==> config.mk <==
export PLATFORM = sky130hd
export DESIGN_NAME = cache_arbiter
export DESIGN_NICKNAME = d
export VERILOG_FILES = /design/src/rtl/cache_arbiter_pkg.sv /design/src/rtl/cache_arbiter_control.sv /design/src/rtl/cache_arbiter.sv
export SDC_FILE = /design/constraint.sdc
export NUM_CORES = 1
export LEC_CHECK = 0
export CORE_AREA = 2 2 275 277
export DETAILED_ROUTE_END_ITERATION = 6
export DIE_AREA = 0 0 277 279
export GPL_TIMING_DRIVEN = 0
export PLACE_DENSITY = 0.36
export SLEW_MARGIN = 20
export SYNTH_ARGS = -nofsm -noshare
export SYNTH_HDL_FRONTEND = slang
export SYNTH_SLANG_ARGS = --single-unit
export TNS_END_PERCENT = 100
==> constraint.sdc <==
create_clock -name clk -period 5 [get_ports clk]
set_input_delay 0.5 -clock clk [delete_from_list [all_inputs] [get_ports clk]]
set_output_delay 0.5 -clock clk [all_outputs]
set_load 0.1 [all_outputs]
==> src/rtl/cache_arbiter_pkg.sv <==
// Shared types for the L1 I/D cache memory-port arbiter.
// Line and address widths are fixed by the LC-3b memory system.
package cache_arbiter_pkg;

  localparam int LINE_W = 128;
  localparam int ADDR_W = 16;

  typedef logic [LINE_W-1:0] lc3b_line;
  typedef logic [ADDR_W-1:0] lc3b_addr;

  typedef enum logic [1:0] {IDLE, SERVE_I, SERVE_D} lc3b_arb_state;
  typedef enum logic {ARB_I, ARB_D} lc3b_arb_sel;

  // Memory transfers whole lines, so the byte-in-line offset is dropped.
  function automatic lc3b_addr line_align(input lc3b_addr addr);
    return {addr[ADDR_W-1:4], 4'h0};
  endfunction

endpackage

==> src/rtl/cache_arbiter_control.sv <==
// Arbiter FSM: chooses which cache owns the memory port, tracks the last
// grant for tie-breaking and raises the load strobe on the grant edge.
module cache_arbiter_control
  import cache_arbiter_pkg::*;
(
  input  logic          clk,
  input  logic          reset,
  input  logic          i_req_i,
  input  logic          i_req_d,
  input  logic          i_mem_resp,
  output lc3b_arb_state o_state,
  output logic          o_load,
  output lc3b_arb_sel   o_sel
);

  lc3b_arb_state r_state;
  lc3b_arb_state w_next_state;
  lc3b_arb_sel   r_last_grant;
  lc3b_arb_sel   w_grant;

  always_ff @(posedge clk or posedge reset) begin
    if (reset) begin
      r_state      <= IDLE;
      r_last_grant <= ARB_D;
    end else begin
      r_state <= w_next_state;
      if (o_load) r_last_grant <= w_grant;
    end
  end

  // Ties go to the side that did not win last time, so grants alternate.
  always_comb begin
    w_next_state = r_state;
    w_grant      = ARB_I;
    case (r_state)
      IDLE: begin
        if (i_req_i && i_req_d) begin
          w_grant      = (r_last_grant == ARB_D) ? ARB_I : ARB_D;
          w_next_state = (w_grant == ARB_I) ? SERVE_I : SERVE_D;
        end else if (i_req_i) begin
          w_grant      = ARB_I;
          w_next_state = SERVE_I;
        end else if (i_req_d) begin
          w_grant      = ARB_D;
          w_next_state = SERVE_D;
        end
      end
      SERVE_I, SERVE_D: begin
        if (i_mem_resp) w_next_state = IDLE;
      end
      default: w_next_state = IDLE;
    endcase
  end

  always_comb begin
    o_state = r_state;
    o_load  = (r_state == IDLE) && (w_next_state != IDLE);
    o_sel   = w_grant;
  end

endmodule

==> src/rtl/cache_arbiter.sv <==
// Shares one physical-memory port between the I-cache and D-cache: latches
// the granted request, drives memory from it and routes the response back.
module cache_arbiter
  import cache_arbiter_pkg::*;
(
  input  logic     clk,
  input  logic     reset,
  input  logic     i_pmem_read,
  input  lc3b_addr i_pmem_address,
  output lc3b_line i_pmem_rdata,
  output logic     i_pmem_resp,
  input  logic     d_pmem_read,
  input  logic     d_pmem_write,
  input  lc3b_addr d_pmem_address,
  input  lc3b_line d_pmem_wdata,
  output lc3b_line d_pmem_rdata,
  output logic     d_pmem_resp,
  output logic     pmem_read,
  output logic     pmem_write,
  output lc3b_addr pmem_address,
  output lc3b_line pmem_wdata,
  input  lc3b_line pmem_rdata,
  input  logic     pmem_resp
);

  lc3b_arb_state w_state;
  logic          w_load;
  lc3b_arb_sel   w_sel;
  logic          w_d_req;

  lc3b_addr r_addr;
  lc3b_line r_wdata;
  logic     r_op_read;
  logic     r_op_write;

  assign w_d_req = d_pmem_read | d_pmem_write;

  cache_arbiter_control u_control (
    .clk        (clk),
    .reset      (reset),
    .i_req_i    (i_pmem_read),
    .i_req_d    (w_d_req),
    .i_mem_resp (pmem_resp),
    .o_state    (w_state),
    .o_load     (w_load),
    .o_sel      (w_sel)
  );

  // A simultaneous D read+write is served as the write; the read is dropped.
  always_ff @(posedge clk or posedge reset) begin
    if (reset) begin
      r_addr     <= '0;
      r_wdata    <= '0;
      r_op_read  <= 1'b0;
      r_op_write <= 1'b0;
    end else if (w_load) begin
      if (w_sel == ARB_I) begin
        r_addr     <= line_align(i_pmem_address);
        r_op_read  <= 1'b1;
        r_op_write <= 1'b0;
      end else begin
        r_addr     <= line_align(d_pmem_address);
        r_op_read  <= d_pmem_read & ~d_pmem_write;
        r_op_write <= d_pmem_write;
        if (d_pmem_write) r_wdata <= d_pmem_wdata;
      end
    end
  end

  assign pmem_read    = (w_state != IDLE) && r_op_read;
  assign pmem_write   = (w_state != IDLE) && r_op_write;
  assign pmem_address = r_addr;
  assign pmem_wdata   = r_wdata;

  assign i_pmem_resp  = pmem_resp && (w_state == SERVE_I);
  assign d_pmem_resp  = pmem_resp && (w_state == SERVE_D);
  assign i_pmem_rdata = pmem_rdata;
  assign d_pmem_rdata = pmem_rdata;

endmodule

==> results of run 1 <==
[logic make-up (layout without fill, tap and decap cells)]
family                   after synthesis  count (layout)  share of synthesized area (%)
buffers and inverters                283             873                           27.7
AO/OA/AOI/OAI                          9               9                          0.964
adder cells (fa/ha/maj)                4               4                          0.653
flip-flops                           145             145                           47.4
multiplexers                         152             152                           22.3
other                                  1               7                         0.0489
AND/OR/NAND/NOR                       11              11                          0.882
[cell type report]
class / count / area share (%)
multi-input cells: 180 / 12.7
repair buffers: 558 / 37.0
inverters: 6 / 0.199
flip-flops and latches: 145 / 24.1
diodes: 3 / 0.0498
plain buffers: 277 / 13.9
clock buffers: 18 / 2.91
well taps: 969 / 8.04
clock inverters: 14 / 1.11
[critical path: cells and delay by family (launching register included)]
family | cells | cell delay [ns]
and+or+nand+nor | 1 | 0.14
DFF | 1 | 0.44
buffers and inverters | 2 | 1.25
adders and majority gates | 1 | 0.29
[sequential cells by signal (all words and copies together), names as in the netlist]
name,count
pmem_wdata,128
pmem_address,12
r_op_read,1
u_control.r_last_grant,1
r_op_write,1
u_control.o_state,2
[layer usage]
metal / share of wire (%) / routed length (um) / GRT usage [%] / vias up
met5: 0.23 / 79 / 0 / -
met4: 1.4 / 488 / 2.24 / 12
met3: 12 / 4020 / 4.96 / 26
met2: 53 / 17900 / 15.7 / 377
met1: 34 / 11600 / 8.03 / 2959
li1: - / - / - / 2907
[cells in the mapped netlist]
library cell  count
buf_4           261
dfrtp_1         144
mux2_1           98
mux2_2           54
buf_6            10
buf_2             6
inv_1             5
ha_1              4
nor2_1            3
and2_1            2
nand2b_1          2
o21bai_1          2
a211oi_1          1
a21bo_2           1
a32oi_1           1
conb_1            1
dfstp_2           1
inv_2             1
nor2b_1           1
nor3b_2           1
nor4_1            1
o21a_1            1
o21ba_2           1
o22ai_1           1
o2bb2ai_1         1
or2_1             1
[final timing paths]
| path | startpoint | to | slack [ns] | depth (start not counted) |
|---|---|---|---|---|
| worst max register to register | u_control.o_state[0]$_DFF_PP0_ | pmem_wdata[113]$_DFFE_PP0P_ | 2.35 | 9 |
| worst max-delay path | u_control.o_state[0]$_DFF_PP0_ | pmem_read | 1.95 | 4 |
| max in group asynchronous | reset | pmem_wdata[50]$_DFFE_PP0P_ | 3.62 | 3 |
| min in group clk | u_control.r_last_grant$_DFFE_PP1P_ | u_control.r_last_grant$_DFFE_PP1P_ | 0.48 | 2 |
| worst min-delay path | reset | pmem_wdata[10]$_DFFE_PP0P_ | 0.48 | 2 |
| worst min register to register | u_control.r_last_grant$_DFFE_PP1P_ | u_control.r_last_grant$_DFFE_PP1P_ | 0.48 | 2 |
[through the flow]
step | instances | util (%) | worst slack (ns) | TNS [ns] | hold WS [ns]
6_report | 2170 | 20.4 | 1.95 | 0 | 0.480
5_1_grt | 2167 | 20.4 | 1.82 | 0 | 0.494
4_1_cts | 2167 | 20.4 | 1.89 | 0 | 0.476
3_5_place_dp | 2135 | 19.5 | 1.96 | 0 | 0.467
3_3_place_gp | 2134 | 19.5 | -2.41 | -342.08 | 0.467
2_1_floorplan | 608 | - | 0.607 | 0 | 0.445
==> results.yml, run 1 <==
logic_synthesis:
  ys_seq_area_share_pct: 47.4
  synth_cell_types: 26
  syn_area_um2: 7660
  synth.area.top_cells: "dfrtp_1 (47%), buf_4 (26%), mux2_1 (14%)"
  synth_warnings: 0
  syn_avg_cell_area_um2: 12.7
  synth-seq-cells: 145
  yosysTopAreaCell: "dfrtp_1"
  synth_cells: 605
  yosysTopAreaCellShare_pct: 47.0
floorplanning:
  fp.dieW_um: 277
  dieArea_um2: 77300
  dieHeight_um: 279
  start_util_pct: 10.3
  io_pins: 698
  num_rows: 100
  coreArea_um2: 74100
worst_setup_path:
  worstSetupStartpointType: "flip-flop"
  cp_slowest_cell: "clkdlybuf4s50_1"
  cp_cell_sequence: "inv_1 -> ha_1 -> nor2b_1 -> clkdlybuf4s50_1"
  max_stage_delay_ns: 1.16
  crit_arrival_ns: 2.55
  worstPathRequired_ns: 4.50
  critPathKind: "reg -> out"
  cp_max_fo: 7
  cp-end-kind: "output pin"
grt:
  grt_max_degree: 92
  grt_pass1_vias: 6768
  antenna_found_initial: 11
  grt.total_usage_pct: 8.53
  grt_pass1_wl_um: 47800
  overflow: 0
clock_tree:
  cts_sinks: 145
  h-tree-depth: 4
  cts_tree: "done"
  clkLatencyLatePin_ns: 0.44
  post-cts-setup-buffers: 0
  cts-root-buf: "clkbuf_16"
  clk_pin_slew_ns: 0.08
  clockBufferDepth: 2
  numCtsBuffers: 17
  holdBufCountCts: 0
  ctsResizeCount: 0
cells_and_area:
  final_cell_mix: "clkdlybuf4s50_1 (552), buf_4 (261), dfrtp_1 (144)"
  layout_commonest_cell: "clkdlybuf4s50_1"
  fin_nets: 1483
  regArea_um2: 3630
  multi_input_area_um2: 1920
  n_fill_cell: 8087
  design_area_um2: 15100
  drive_gt1_share_pct: 31.3
  area_delta_synth_final_pct: 96.9
drt:
  drtAntennaViolNets: 0
  drc_errors: 0
  wirelength_um: 34100
  routedWlPerCell_um: 15.7
  viasPerCell: 2.89
  dr.pass1.iters: 4
  dr_total_vias: 6281
  drt_iter0_markers: 91
timing:
  max_freq_ghz: 0.327
  rsz0062_at_grt: "false"
  setup_viol: 0
  hold_viol_final: 0
  min_period_ns: 3.05
  tightest_slew_ns: 1.13
  post-route-period-util_pct: 61.1
  max_slew_margin_pct: 24.4
  skew_ns: 0.0128
  slew_violations: 0
status:
  status: "complete, no violations"
worst_hold_path:
  hold_class: "in -> async"
placed_design:
  gp_congestion: 0.746
  portBuffers: 557
  post_dp_cell_area_um2: 14500
  dp_hpwl_um: 28900
flow_run:
  maxCapViolCount: 0
Power of run 1 is left out: the tool's default activity adds up to more than one toggle a clock period on the data nets, which glitch-free logic cannot reach.
==> run 2: changes to the inputs <==
==> constraint.sdc (replaced) <==
create_clock -name clk -period 2.82 [get_ports clk]
set_input_delay 0.282 -clock clk [delete_from_list [all_inputs] [get_ports clk]]
set_output_delay 0.282 -clock clk [all_outputs]
set_load 0.1 [all_outputs]
==> run 2 against run 1 <==
Highest routed layer unchanged. Register-to-register slack worse by 2.1 ns. Design area is 0.80% higher. Critical endpoint is now d_pmem_resp. Final cell count is 0.18% higher. Setup slack worse by 1.8 ns. Global-route usage is 0.57 points higher.
==> results.yml, run 2 (synthesis results as in run 1) <==
cells_and_area:
  design_area_um2: 15200
  drive_gt1_share_pct: 31.6
  fin_util_pct: 20.5
  area_delta_synth_final_pct: 98.5
  final_cell_mix: "clkdlybuf4s50_1 (549), buf_4 (260), dfrtp_1 (144)"
  fin_nets: 1488
  largest_reg_flops: 128
  n_fill_cell: 8108
  layout_commonest_cell: "clkdlybuf4s50_1"
worst_setup_path:
  max_stage_delay_ns: 1.14
  r2r_end: "pmem_wdata[89]$_DFFE_PP0P_"
  worstSetupStartpointType: "flip-flop"
  cp_slowest_cell: "clkdlybuf4s50_1"
  worstPathRequired_ns: 2.54
  cp_max_fo: 5
  reg2reg_from: "u_control.o_state[0]$_DFF_PP0_"
  crit_buf_inv: 2
  cp-end-kind: "output pin"
  cp_top_family: "buffers and inverters"
  critPathKind: "reg -> out"
  crit_arrival_ns: 2.38
  worst_r2r_path_depth: 9
  r2r_setup_slack_ns: 0.25
  cp_cell_sequence: "inv_1 -> ha_1 -> and2_1 -> clkdlybuf4s50_1"
floorplanning:
  io_pins: 698
  coreArea_um2: 74100
  dieArea_um2: 77300
  dieHeight_um: 279
  start_util_pct: 10.3
  fp.dieW_um: 277
  num_rows: 100
drt:
  routedWlPerCell_um: 16.5
  drtAntennaViolNets: 0
  viasPerCell: 2.89
  dr.pass1.iters: 4
  dr_total_vias: 6292
  drt_iter0_markers: 114
  wirelength_um: 35800
  drc_errors: 0
grt:
  grt.total_usage_pct: 9.10
  grt_pass1_vias: 6834
  antenna_found_initial: 10
  grt_max_degree: 31
  overflow: 0
  grt_pass1_wl_um: 50000
clock_tree:
  h-tree-depth: 4
  cts-root-buf: "clkbuf_16"
  ctsResizeCount: 2
  clockBufferDepth: 2
  holdBufCountCts: 0
  cts_sinks: 145
  clk_pin_slew_ns: 0.07
  clkLatencyLatePin_ns: 0.45
  numCtsBuffers: 17
  post-cts-setup-buffers: 0
  cts_tree: "done"
timing:
  skew_ns: 0.00823
  tightest_slew_ns: 1.15
  setup_viol: 0
  slew_violations: 0
  max_slew_margin_pct: 22.8
  hold_viol_final: 0
  max_freq_ghz: 0.376
  min_period_ns: 2.66
  rsz0062_at_grt: "false"
  tns_ns: 0
  post-route-period-util_pct: 94.3
placed_design:
  dp_hpwl_um: 31100
  post_dp_cell_area_um2: 14600
  gp_congestion: 0.740
  portBuffers: 557
flow_run:
  maxCapViolCount: 0
status:
  status: "complete, no violations"
worst_hold_path:
  hold_class: "in -> async"
==> run 2: layout make-up <==
type                       count  area (um^2)  area share [%]
clock buffer                  18          429            2.82
timing repair buffer         563         5680            37.3
antenna                        2         5.00          0.0329
inverter                       6         26.3           0.173
buffer                       277         2110            13.8
sequential                   145         3630            23.9
clock inverter                14          200            1.32
tap                          969         1210            7.97
multi-input combinational    180         1920            12.6
==> run 2: worst max-delay path by stage <==
stage                                         from                           to  cells after the start  slack [ns]
global route        u_control.o_state[0]$_DFF_PP0_   pmem_wdata[85]$_DFFE_PP0P_                      9        0.05
global placement                             reset  pmem_wdata[113]$_DFFE_PP0P_                      2       -1.05
CTS                 u_control.o_state[0]$_DFF_PP0_                  d_pmem_resp                      4        0.09
finish              u_control.o_state[0]$_DFF_PP0_                  d_pmem_resp                      4        0.16
floorplan           u_control.o_state[0]$_DFF_PP0_                    pmem_read                      3        0.46
detailed placement                     i_pmem_read   pmem_wdata[92]$_DFFE_PP0P_                      8        0.04
==> run 2: worst reg2reg max path, cell delays in order, from the launching register on <==
cell and delay (ns):
dfrtp_1 0.44, inv_1 0.10, ha_1 0.31, inv_2 0.04, or2_1 0.21, buf_2 0.17
nor3b_2 0.33, buf_6 0.29, buf_6 0.22, mux2_1 0.34
==> run 2: metal layers <==
layer	part of all wire (%)	vias to the layer above	routed length, um	track usage, %
li1	-	2906	-	-
met5	0.26	-	93	0
met1	30	2927	10800	7.75
met2	54	387	19200	17.0
met4	2.9	16	1030	3.61
met3	13	56	4690	5.55
==> run 2: stage by stage <==
stage	setup slack, ns	hold WS, ns	cells
final	0.161	0.124	2174
after detailed placement	0.0429	0.464	2140
after global placement	-1.05	0.460	2134
after CTS	0.0881	0.0729	2172
after global routing	0.0499	0.128	2172
after floorplan	0.463	0.417	608
Power of run 2 is left out for the same reason.
==> run 3: changes to the inputs <==
--- a/config.mk
+++ b/config.mk
@@ -14,4 +14,4 @@
 export SYNTH_ARGS = -nofsm -noshare
 export SYNTH_HDL_FRONTEND = slang
 export SYNTH_SLANG_ARGS = --single-unit
-export TNS_END_PERCENT = 100
+export TNS_END_PERCENT = 1
==> results of run 3 <==
Final layout, timing and power as in run 2 (identical DEF).
Power of run 3 is left out for the same reason.
